## src/rtl/timer_counter.sv

```systemverilog
`default_nettype none
// ============================================================================
//  Module   : timer_counter
//  Purpose  : Memory-mapped down-counting timer (DEV0) with level interrupt.
//             Optional prescaler enabled by defining TC_PRESCALE_EN.
//  Revision : 1.0  initial release
// ============================================================================
module timer_counter #(
    parameter int unsigned PRESCALE_DIV = 4
) (
    input  logic        clk,
    input  logic        reset,
    input  logic [1:0]  Addr,
    input  logic        WE,
    input  logic [31:0] Din,
    output logic [31:0] Dout,
    output logic        IRQ
);

    typedef enum logic [1:0] {
        IDLE = 2'd0,
        LOAD = 2'd1,
        CNT  = 2'd2,
        INT  = 2'd3
    } state_t;

    localparam logic [1:0] c_ADDR_CTRL   = 2'd0;
    localparam logic [1:0] c_ADDR_PRESET = 2'd1;
    localparam logic [1:0] c_ADDR_COUNT  = 2'd2;
    localparam logic [1:0] c_MODE_AUTO   = 2'b01;

    state_t      state_q, state_d;
    logic [3:0]  ctrl_q, ctrl_d;
    logic [31:0] preset_q, preset_d;
    logic [31:0] count_q, count_d;
    logic        irq_flag_q, irq_flag_d;

    logic        w_tick;
    logic        w_wr_ctrl;
    logic        w_wr_preset;
    logic        w_en;
    logic        w_auto;

    assign w_wr_ctrl   = WE && (Addr == c_ADDR_CTRL);
    assign w_wr_preset = WE && (Addr == c_ADDR_PRESET);
    assign w_en        = ctrl_q[0];
    assign w_auto      = (ctrl_q[2:1] == c_MODE_AUTO);

`ifdef TC_PRESCALE_EN
    localparam logic [7:0] c_PRESC_TOP = 8'(PRESCALE_DIV - 1);

    logic [7:0] presc_q, presc_d;

    // CNT only decrements/expires on the cycle the prescaler hits its top value
    assign w_tick = (presc_q == c_PRESC_TOP);

    always_comb begin
        presc_d = presc_q;
        if (state_q == LOAD) begin
            presc_d = 8'd0;
        end else if ((state_q == CNT) && w_en) begin
            presc_d = w_tick ? 8'd0 : presc_q + 8'd1;
        end
    end

    always_ff @(posedge clk or posedge reset) begin
        if (reset) begin
            presc_q <= 8'd0;
        end else begin
            presc_q <= presc_d;
        end
    end
`else
    assign w_tick = 1'b1;
`endif

    always_ff @(posedge clk or posedge reset) begin
        if (reset) begin
            state_q    <= IDLE;
            ctrl_q     <= 4'd0;
            preset_q   <= 32'd0;
            count_q    <= 32'd0;
            irq_flag_q <= 1'b0;
        end else begin
            state_q    <= state_d;
            ctrl_q     <= ctrl_d;
            preset_q   <= preset_d;
            count_q    <= count_d;
            irq_flag_q <= irq_flag_d;
        end
    end

    always_comb begin
        state_d    = state_q;
        ctrl_d     = ctrl_q;
        preset_d   = preset_q;
        count_d    = count_q;
        irq_flag_d = irq_flag_q;

        // Software acknowledge: any CTRL or PRESET write clears the pending flag
        if (w_wr_ctrl) begin
            ctrl_d     = Din[3:0];
            irq_flag_d = 1'b0;
        end
        if (w_wr_preset) begin
            preset_d   = Din;
            irq_flag_d = 1'b0;
        end

        case (state_q)
            IDLE: begin
                if (w_en) begin
                    state_d = LOAD;
                end
            end
            LOAD: begin
                count_d = preset_q;
                state_d = CNT;
            end
            CNT: begin
                if (!w_en) begin
                    state_d = IDLE;
                end else if (w_tick) begin
                    if (count_q <= 32'd1) begin
                        count_d    = 32'd0;
                        irq_flag_d = 1'b1;
                        state_d    = INT;
                    end else begin
                        count_d = count_q - 32'd1;
                    end
                end
            end
            INT: begin
                if (w_auto) begin
                    irq_flag_d = 1'b0;
                    state_d    = w_en ? LOAD : IDLE;
                end else begin
                    // A simultaneous CTRL write keeps the software-written EN
                    if (!w_wr_ctrl) begin
                        ctrl_d[0] = 1'b0;
                    end
                    state_d = IDLE;
                end
            end
            default: begin
                state_d = IDLE;
            end
        endcase
    end

    always_comb begin
        Dout = 32'd0;
        case (Addr)
            c_ADDR_CTRL:   Dout = {28'd0, ctrl_q};
            c_ADDR_PRESET: Dout = preset_q;
            c_ADDR_COUNT:  Dout = count_q;
            default:       Dout = 32'd0;
        endcase
    end

    assign IRQ = irq_flag_q & ctrl_q[3];

endmodule
`default_nettype wire

```

## config.mk

```make
export PLATFORM = sky130hd
export DESIGN_NAME = timer_counter
export DESIGN_NICKNAME = d
export VERILOG_FILES = /design/src/rtl/timer_counter.sv
export SDC_FILE = /design/constraint.sdc
export NUM_CORES = 1
export LEC_CHECK = 0
export BUFFER_PORTS_ARGS = -buffer_cell sky130_fd_sc_hd__clkbuf_2
export CAP_MARGIN = 20
export CORE_ASPECT_RATIO = 0.75
export CORE_UTILIZATION = 55
export CTS_CLUSTER_SIZE = 24
export DETAILED_ROUTE_END_ITERATION = 10
export GPL_TIMING_DRIVEN = 1
export PLACE_DENSITY = 0.78
export SLEW_MARGIN = 10
export SYNTH_ARGS = -nofsm -noshare
export SYNTH_HDL_FRONTEND = slang
export SYNTH_SLANG_ARGS = --single-unit
```

## constraint.sdc

```tcl
create_clock -name clk -period 4.1 [get_ports clk]
set_clock_uncertainty 0.15 [all_clocks]
set_input_delay 0.41 -clock clk [delete_from_list [all_inputs] [get_ports clk]]
set_output_delay 0.41 -clock clk [all_outputs]
set_load 0.005 [all_outputs]
```

==> results of run 1 <==
==> kinds of logic after synthesis <==
family	synth area share, %
buffers and inverters	5.12
AND/OR/NAND/NOR	17.2
flip-flops	43.0
multiplexers	11.2
adder cells (fa/ha/maj)	0.606
XOR/XNOR	0.212
AO/OA/AOI/OAI	22.6
==> placed cells by master, fill, tap and decap left out, drive strengths merged, types with 7 or more instances in the layout <==
cell,Yosys,routed
mux2i,7,7
a22o,32,32
a32oi,12,12
nand4,12,12
mux2,35,35
nor2,15,15
a22oi,8,8
dfrtp,71,71
inv,9,9
nor3,11,11
or3,12,12
buf,16,11
clkbuf,21,79
nand2,27,27
o21ai,16,16
or4,8,8
nand3,15,15
o31ai,7,7
o211ai,10,10
nor4,8,8
==> final cells by class <==
| class | instances | area, um2 | share of cell area, % |
|---|---|---|---|
| Timing Repair Buffer | 81 | 450 | 9.49 |
| Multi-Input combinational cell | 294 | 2150 | 45.3 |
| Clock buffer | 10 | 128 | 2.69 |
| Inverter | 9 | 33.8 | 0.711 |
| Sequential cell | 71 | 1780 | 37.4 |
| Tap cell | 98 | 123 | 2.58 |
| Clock inverter | 6 | 85.1 | 1.79 |
==> worst register-to-register path: cells and delay by family, from the launching register on <==
family | cells | cell delay (ps)
and+or+nand+nor | 4 | 1990
DFF | 1 | 470
AOI/OAI and AO/OA | 1 | 230
==> metal layers <==
metal	global-route usage, %	vias up
met2	43.7	245
met4	10.4	0
met5	0	-
met3	7.11	22
met1	45.6	1798
li1	-	1711
==> Yosys cell counts (2+ instances only) <==
library cell and number:
sky130_fd_sc_hd__dfrtp_1 71, sky130_fd_sc_hd__mux2_2 35, sky130_fd_sc_hd__a22o_1 32, sky130_fd_sc_hd__nand2_1 27, sky130_fd_sc_hd__clkbuf_1 21, sky130_fd_sc_hd__o21ai_0 16, sky130_fd_sc_hd__nand3_1 15, sky130_fd_sc_hd__nor2_1 15
sky130_fd_sc_hd__a32oi_1 12, sky130_fd_sc_hd__nand4_1 12, sky130_fd_sc_hd__nor3_1 11, sky130_fd_sc_hd__inv_1 9, sky130_fd_sc_hd__o211ai_1 9, sky130_fd_sc_hd__or3_1 9, sky130_fd_sc_hd__a22oi_1 8, sky130_fd_sc_hd__nor4_1 8
sky130_fd_sc_hd__mux2i_1 7, sky130_fd_sc_hd__o31ai_1 6, sky130_fd_sc_hd__a21oi_1 5, sky130_fd_sc_hd__buf_1 5, sky130_fd_sc_hd__buf_4 5, sky130_fd_sc_hd__nand2b_1 5, sky130_fd_sc_hd__nor2b_1 5, sky130_fd_sc_hd__or4_1 5
sky130_fd_sc_hd__a31oi_1 4, sky130_fd_sc_hd__and2_1 4, sky130_fd_sc_hd__and3_1 4, sky130_fd_sc_hd__buf_2 4, sky130_fd_sc_hd__o221ai_1 4, sky130_fd_sc_hd__o41ai_1 4, sky130_fd_sc_hd__a31o_2 3, sky130_fd_sc_hd__o2111ai_1 3
sky130_fd_sc_hd__a221o_1 2, sky130_fd_sc_hd__a32o_1 2, sky130_fd_sc_hd__buf_6 2, sky130_fd_sc_hd__ha_1 2, sky130_fd_sc_hd__nand3b_1 2, sky130_fd_sc_hd__o311ai_0 2, sky130_fd_sc_hd__or3_4 2, sky130_fd_sc_hd__or4_4 2
==> power by group <==
part / leakage [nW] / switching [mW] / internal, mW
registers: 0.855 / 0.342 / 0.941
logic: 1.04 / 0.652 / 0.514
clock network: 0.102 / 0.270 / 0.340
total: 2.00 / 1.26 / 1.80
==> how the worst max path moves through the flow <==
stage                         endpoint  slack, ps  depth (start not counted)
3_5_place_dp    count_q[7]$_DFFE_PP0P_       1220                          5
6_report       count_q[28]$_DFFE_PP0P_       1110                          5
5_1_grt         count_q[7]$_DFFE_PP0P_       1000                          5
4_1_cts        count_q[28]$_DFFE_PP0P_       1200                          5
3_3_place_gp   count_q[21]$_DFFE_PP0P_       1370                          5
2_1_floorplan  count_q[29]$_DFFE_PP0P_       1460                          7
==> state kept, by name, indices dropped and copies added, names as in the netlist <==
signal / count
preset_q: 32
irq_flag_q: 1
state_q: 2
ctrl_q: 4
count_q: 32
==> what timing repair did <==
action | in CTS | in global routing
endpoints found under the setup margin | 0 | 0
hold buffers | 0 | 1
hold endpoints to repair | 0 | 8
==> through the flow <==
stage          util (%)  instances
2_1_floorplan         -        411
5_1_grt            67.6        569
6_report           67.6        569
3_3_place_gp       64.1        551
3_5_place_dp       64.1        551
4_1_cts            67.1        567
==> Implementation_results.wiki, run 1 <==
{| class="wikitable"
! Metric !! Value
|-
| Outcome || completed
|-
| Placed Area || 4510 um2
|-
| Clock insertion delay at the later pin of the skew report || ~360 ps
|-
| Startpoint type of the worst setup path || flop
|-
| Iteration-0 DRC count of the detailed router || 408
|-
| Full die area || 7870 um2
|-
| Nature of the critical path endpoint || flop
|-
| Placeable core region || 7030 um2
|-
| Crit path max-delay family || simple AND/OR/NAND/NOR gates
|-
| Total number of nets in the final design || around 510
|-
| CTS tree || yes
|-
| Combined buffer and inverter count along the critical path || 0
|-
| Detailed route wirelength on metal3 || ~1200 um
|-
| Number of setup buffers added after CTS || 0
|-
| Clock input transition at the sequential cells of the worst setup and hold paths || 80 ps
|-
| Drt drc || 0
|-
| Largest stage delay on the critical path || 600 ps
|-
| Share of the yosys chip area belonging to registers || 43.0%
|-
| Worst Hold End || preset_q[29]$_DFFE_PP0P_
|-
| Die Span Y || around 77 um
|-
| Area leader, netlist || sky130_fd_sc_hd__dfrtp_1
|-
| CP Max Fanout || 15
|-
| Highest layer used for signal routing || met4
|-
| N_diodes || 0
|-
| Share of final-layout standard cells stronger than drive strength 1 || 30.8%
|-
| Critical path type || reg2reg
|-
| Area added between synthesis and finish || 14.9%
|-
| Global-route wire length before repair || around 19000 um
|-
| Length of routed wiring on met1 || 5040 um
|-
| Via count of the first global-routing pass || 3591
|-
| Static leakage power || 2.00 nW
|-
| Final Power || 3.06 mW
|-
| Maximum count of clock buffers along a single path || 2
|-
| Min cycle time layout || 2990 ps
|-
| Design Area, Final || ~4700 um2
|-
| Number of gates resized after cts || 0
|-
| Global router's overall resource usage || a little under a third
|-
| Syn avg cell area || 10.1 um2
|-
| Endpoints failing hold || 0
|-
| Remaining max-slew budget at the tightest pin || 43.8%
|-
| Flip-flop and latch count after synthesis || 71
|-
| Path depth of the worst reg2reg path || 5
|-
| Initial Util || 58.8%
|-
| Num Clock Sinks || 71
|-
| Ratio of total power to cell area || 644 nW/um2
|-
| Tightest hold margin || approximately 120 ps
|-
| Warnings, synthesis || 0
|-
| Final weighted congestion in routability-driven placement || between 0.9 and 1
|-
| Wirelength per Cell || 20.0 um
|-
| Post-synthesis async set-or-reset flop share || 100%
|-
| Period utilization || ~73%
|-
| Final setup violating endpoints || 0
|-
| Port Buf Inserts || 69
|-
| Number of synthesized flops with an enable pin || 0
|-
| Leading post-synthesis cells by cell area || sky130_fd_sc_hd__dfrtp_1 (43%), sky130_fd_sc_hd__mux2_2 (9.5%), sky130_fd_sc_hd__a22o_1 (6.8%)
|-
| Peak supply drop || 0.000289 V
|-
| Routed WL || 11400 um
|-
| Cell Area, Synth || 4130 um2
|-
| Worst Hold Class || in2reg
|-
| Unrepaired setup endpoints after global routing || false
|-
| Worst hold path stage count || 2
|-
| Worst Max-Slew Pin Slew || about 840 ps
|-
| Number of clock buffers inserted by TritonCTS || 9
|-
| Maximum number of pins on one net before global-route repair || 46
|-
| Data arrival time at the worst-slack endpoint || 3050 ps
|-
| Detailed-route vias per instance || 6.64
|-
| Post-synthesis cell type count || 52
|-
| Number of maximum-capacitance violations || 0
|-
| GRT overflow || 0
|-
| Detailed-routed wire length on met2 || 4990 um
|-
| Detailed Routing Iterations Pass 1 || 5
|-
| RR Endpoint || count_q[28]$_DFFE_PP0P_
|-
| Floorplan row count || 26
|-
| Critical path cell sequence || or4_4 > nor3_1 > nand4_1 > nand2_1 > o221ai_1
|-
| Final setup margin || 1110 ps
|-
| Die extent in x || 102 um
|-
| Syn Nets || 450
|-
| Number of vias after detailed routing || 3776
|-
| Flop2flop setup slack || 1110 ps
|-
| IO Count || 70
|-
| Source of the worst hold timing path || Din[29]
|-
| Standard cell with the maximum stage delay on the critical path || sky130_fd_sc_hd__or4_4
|-
| Setup Total Neg Slack || 0 ps
|-
| CTS Root Cell || sky130_fd_sc_hd__clkbuf_8
|-
| Total half-perimeter wirelength after legalization and detailed placement || 7590 um
|-
| Number of antenna violations at the first check in global routing || 0
|-
| Count of mapped cells out of synthesis || 411
|-
| Deepest level of the CTS H-tree || 3
|-
| Achievable frequency || 335 MHz
|-
| Fillers || 581
|-
| Source of the worst register-to-register timing path || count_q[16]$_DFFE_PP0P_
|-
| Critical Path RT || around 4200 ps
|-
| Final Slew Violations || 0
|-
| Worst slack at placement || 1220 ps
|-
| Top flip-flop cell by instance count after synthesis || sky130_fd_sc_hd__dfrtp_1
|-
| Yosys top cell area share || 43.0%
|-
| Timing startpoint of the critical path || count_q[16]$_DFFE_PP0P_
|-
| Routed Antenna Nets || 0
|}
No activity file was read; power rests on OpenSTA's default activity.
==> run 2, diff against run 1 <==
--- a/config.mk
+++ b/config.mk
@@ -5,6 +5,7 @@
 export SDC_FILE = /design/constraint.sdc
 export NUM_CORES = 1
 export LEC_CHECK = 0
+export ABC_AREA = 1
 export BUFFER_PORTS_ARGS = -buffer_cell sky130_fd_sc_hd__clkbuf_2
 export CAP_MARGIN = 20
 export CORE_ASPECT_RATIO = 0.75
==> constraint.sdc (replaced) <==
create_clock -name clk -period 2.8 [get_ports clk]
set_clock_uncertainty 0.15 [all_clocks]
set_input_delay 0.28 -clock clk [delete_from_list [all_inputs] [get_ports clk]]
set_output_delay 0.28 -clock clk [all_outputs]
set_load 0.005 [all_outputs]
==> Implementation_results.wiki, run 2 <==
{| class="wikitable"
! Metric !! Value
|-
| Source of the worst hold timing path || Din[6]
|-
| Floorplan row count || 27 (+3.8%)
|-
| Most frequently used cell type in the post-synthesis netlist || sky130_fd_sc_hd__nand2_1
|-
| CTS Root Cell || sky130_fd_sc_hd__clkbuf_8
|-
| Number of maximum-capacitance violations || 0 (unchanged)
|-
| Total half-perimeter wirelength after legalization and detailed placement || 8480 um (+12%)
|-
| Seq. cell area || 1780 um2 (unchanged)
|-
| Most frequent cells in the layout || sky130_fd_sc_hd__nand2_1 (197), sky130_fd_sc_hd__nor2_1 (77), sky130_fd_sc_hd__inv_1 (74), sky130_fd_sc_hd__dfrtp_1 (71), sky130_fd_sc_hd__clkbuf_2 (69)
|-
| Yosys top cell area share || 41.1% (-1.9 points)
|-
| Source of the worst register-to-register timing path || count_q[0]$_DFFE_PP0P_
|-
| GRT Max-Usage Layer || met2
|-
| Top flip-flop cell by instance count after synthesis || sky130_fd_sc_hd__dfrtp_1
|-
| Final setup margin || 565 ps (-548 ps)
|-
| Maximum number of pins on one net before global-route repair || 38 (-17%)
|-
| Timing startpoint of the critical path || count_q[0]$_DFFE_PP0P_
|-
| Area used by multi-input combinational logic || 2140 um2 (-0.58%)
|-
| Critical path cell sequence || inv_1 > ha_1 > nand3_1 > nor2_2 > nand3_1 > nand2_1 > nand3_1 > nand2_1 > nand2_1 > nand2_1
|-
| Leading cell type in the layout, fill and taps excluded || sky130_fd_sc_hd__nand2_1
|-
| Startpoint type of the worst setup path || flop
|-
| Die extent in x || 104 um (+2.2%)
|-
| Number of gates resized after cts || 0 (unchanged)
|-
| Placeable core region || 7470 um2 (+6.2%)
|-
| Achievable frequency || 447 MHz (+34%)
|-
| IO Count || 70 (unchanged)
|-
| Combined buffer and inverter count along the critical path || 1 (+1)
|-
| Data arrival time at the worst-slack endpoint || 2390 ps (-660 ps)
|-
| Endpoints failing hold || 0 (unchanged)
|-
| Wirelength per Cell || 15.2 um (-24%)
|-
| Total number of nets in the final design || 730 (+45%)
|-
| Worst Hold Class || in2reg
|-
| Nature of the critical path endpoint || flop
|-
| Unrepaired setup endpoints after global routing || false
|-
| Clock insertion delay at the later pin of the skew report || 360 ps (about the same)
|-
| Share of final-layout standard cells stronger than drive strength 1 || 17.0% (-14 points)
|-
| CP Max Fanout || 8 (-7)
|-
| Area leader, netlist || sky130_fd_sc_hd__dfrtp_1
|-
| Final setup violating endpoints || 0 (unchanged)
|-
| Count of mapped cells out of synthesis || 617 (+50%)
|-
| Routed Antenna Nets || 0 (unchanged)
|-
| Worst Max-Slew Pin Slew || 824 ps (-19.2 ps)
|-
| Min cycle time layout || 2240 ps (-752 ps)
|-
| Number of antenna violations at the first check in global routing || 0 (unchanged)
|-
| Deepest level of the CTS H-tree || 3 (unchanged)
|-
| Syn avg cell area || 7.00 um2 (-30%)
|-
| Setup Total Neg Slack || 0 ps (unchanged)
|-
| Static leakage power || 2.63 nW (+31%)
|-
| Number of cells in the design after placement || 773 (+40%)
|-
| Iteration-0 DRC count of the detailed router || 327 (-20%)
|-
| Detailed-route vias per instance || 5.51 (-17%)
|-
| Share of the yosys chip area belonging to registers || 41.1% (-1.9 points)
|-
| Syn Nets || 656 (+46%)
|-
| Largest stage delay on the critical path || 410 ps (-190 ps)
|-
| Period utilization || 79.8% (+7.0 points)
|-
| Flip-flop and latch count after synthesis || 71 (unchanged)
|-
| Post-synthesis async set-or-reset flop share || 100% (unchanged)
|-
| Fillers || 695 (+20%)
|-
| Global router's overall resource usage || 31.3% (+0.55 points)
|-
| Met2 track demand over resource || 48.5% (+4.9 points)
|-
| Cell Area, Synth || 4320 um2 (+4.6%)
|-
| Drt drc || 0 (unchanged)
|-
| Num Clock Sinks || 71 (unchanged)
|-
| Standard cell with the maximum stage delay on the critical path || sky130_fd_sc_hd__dfrtp_1
|-
| Port Buf Inserts || 69 (unchanged)
|-
| M1 GR Usage || 43.4% (-2.2 points)
|-
| Most Frequent Cell on Critical Path || sky130_fd_sc_hd__nand2_1
|-
| Number of clock buffers inserted by TritonCTS || 9 (unchanged)
|-
| Area added between synthesis and finish || 17.4%
|-
| Final weighted congestion in routability-driven placement || 0.961 (+2.8%)
|-
| Clock input transition at the sequential cells of the worst setup and hold paths || 80 ps (about the same)
|-
| Die Span Y || 78.8 um (+2.2%)
|-
| Global-route wire length before repair || 19800 um (+6.5%)
|-
| Full die area || 8220 um2 (+4.5%)
|-
| Critical path type || reg2reg
|-
| Remaining max-slew budget at the tightest pin || 45.0% (+1.2 points)
|-
| Final Non-Filler Cells || 797 (+40%)
|-
| Number of synthesized flops with an enable pin || 0 (unchanged)
|-
| Most numerous cell types in the synthesized netlist || sky130_fd_sc_hd__nand2_1 (197), sky130_fd_sc_hd__nor2_1 (77), sky130_fd_sc_hd__inv_1 (75)
|-
| Largest registers in the final layout || count_q: 32 flops, preset_q: 32 flops, ctrl_q: 4 flops
|-
| Via count of the first global-routing pass || 4039 (+12%)
|-
| Initial Util || 57.9% (-0.93 points)
|-
| Tightest hold margin || 9.43 ps (-115 ps)
|-
| Warnings, synthesis || 0 (unchanged)
|-
| Final Slew Violations || 0 (unchanged)
|-
| Peak supply drop || 0.000451 V (+56%)
|-
| Post-synthesis cell type count || 30 (-42%)
|-
| Critical Path RT || 2960 ps (-1200 ps)
|-
| Crit path max-delay family || simple AND/OR/NAND/NOR gates
|-
| N_diodes || 0 (unchanged)
|-
| CTS tree || yes
|-
| GRT met3 Usage || 6.73% (-0.38 points)
|-
| GRT overflow || 0 (unchanged)
|-
| Leading post-synthesis cells by cell area || sky130_fd_sc_hd__dfrtp_1 (41%), sky130_fd_sc_hd__nand2_1 (17%), sky130_fd_sc_hd__nor2_1 (6.7%)
|-
| Routed WL || 12100 um (+6.3%)
|-
| Ratio of total power to cell area || 924 nW/um2 (+43%)
|-
| Detailed Routing Iterations Pass 1 || 5 (unchanged)
|-
| Fin util || 68.0% (+0.38 points)
|-
| Worst slack at placement || 655 ps (-564 ps)
|-
| Outcome || completed
|-
| Maximum count of clock buffers along a single path || 2 (unchanged)
|-
| Number of vias after detailed routing || 4391 (+16%)
|}
==> run 2: area by class of cell <==
cell class / count / area share [%]
flip-flops and latches: 71 / 35.0
inverters: 77 / 5.70
clock buffers: 11 / 2.98
clock inverters: 5 / 1.58
well taps: 101 / 2.49
multi-input cells: 447 / 42.2
repair buffers: 85 / 10.1
==> run 2: tightest hold or removal path, cell delays in order <==
cell and delay [ps]:
sky130_fd_sc_hd__clkbuf_2 80, sky130_fd_sc_hd__nor2_1 90, sky130_fd_sc_hd__a21oi_1 40
==> run 2: path summary, 6_finish.rpt <==
check / end / cells past startpoint / slack (ps)
worst max-delay path: count_q[26]$_DFFE_PP0P_ / 10 / 560
max in group asynchronous: preset_q[17]$_DFFE_PP0P_ / 4 / 1370
worst min register to register: count_q[1]$_DFFE_PP0P_ / 2 / 340
min in group asynchronous: ctrl_q[1]$_DFFE_PP0P_ / 3 / 450
worst max register to register: count_q[26]$_DFFE_PP0P_ / 10 / 560
worst min-delay path: preset_q[6]$_DFFE_PP0P_ / 3 / 9
==> run 2: logic make-up (layout without fill, tap and decap cells) <==
group           after synthesis  in the layout  share of synthesized area [%]
xor+xnor                     14             14                           2.84
mux                           7              7                           1.82
flops                        71             71                           41.1
compound gates              102            102                           13.4
buf+inv                      99            178                           9.35
simple gates                322            322                           30.8
fa+ha+maj                     2              2                          0.579
==> run 2: repair_timing <==
item	in CTS	in global routing
endpoints found under the hold margin	41	0
setup buffers	0	0
hold buffers	8	0
==> run 2: where the power goes <==
group          switching (mW)  internal [mW]
sequential              0.347           1.36
clock                   0.406          0.548
combinational            1.32          0.710
==> run 2: routing by layer <==
metal	part of all wire [%]	wire [um]
met5	0	0
met4	2.0	243
met3	9.6	1160
met2	43	5260
met1	45	5450
==> run 2: stage by stage <==
stage	area, um2	power (mW)
after floorplan	4320	3.13
after global placement	4760	3.61
after detailed placement	4760	3.69
after CTS	5070	4.66
after global routing	5070	5.04
final	5070	4.69
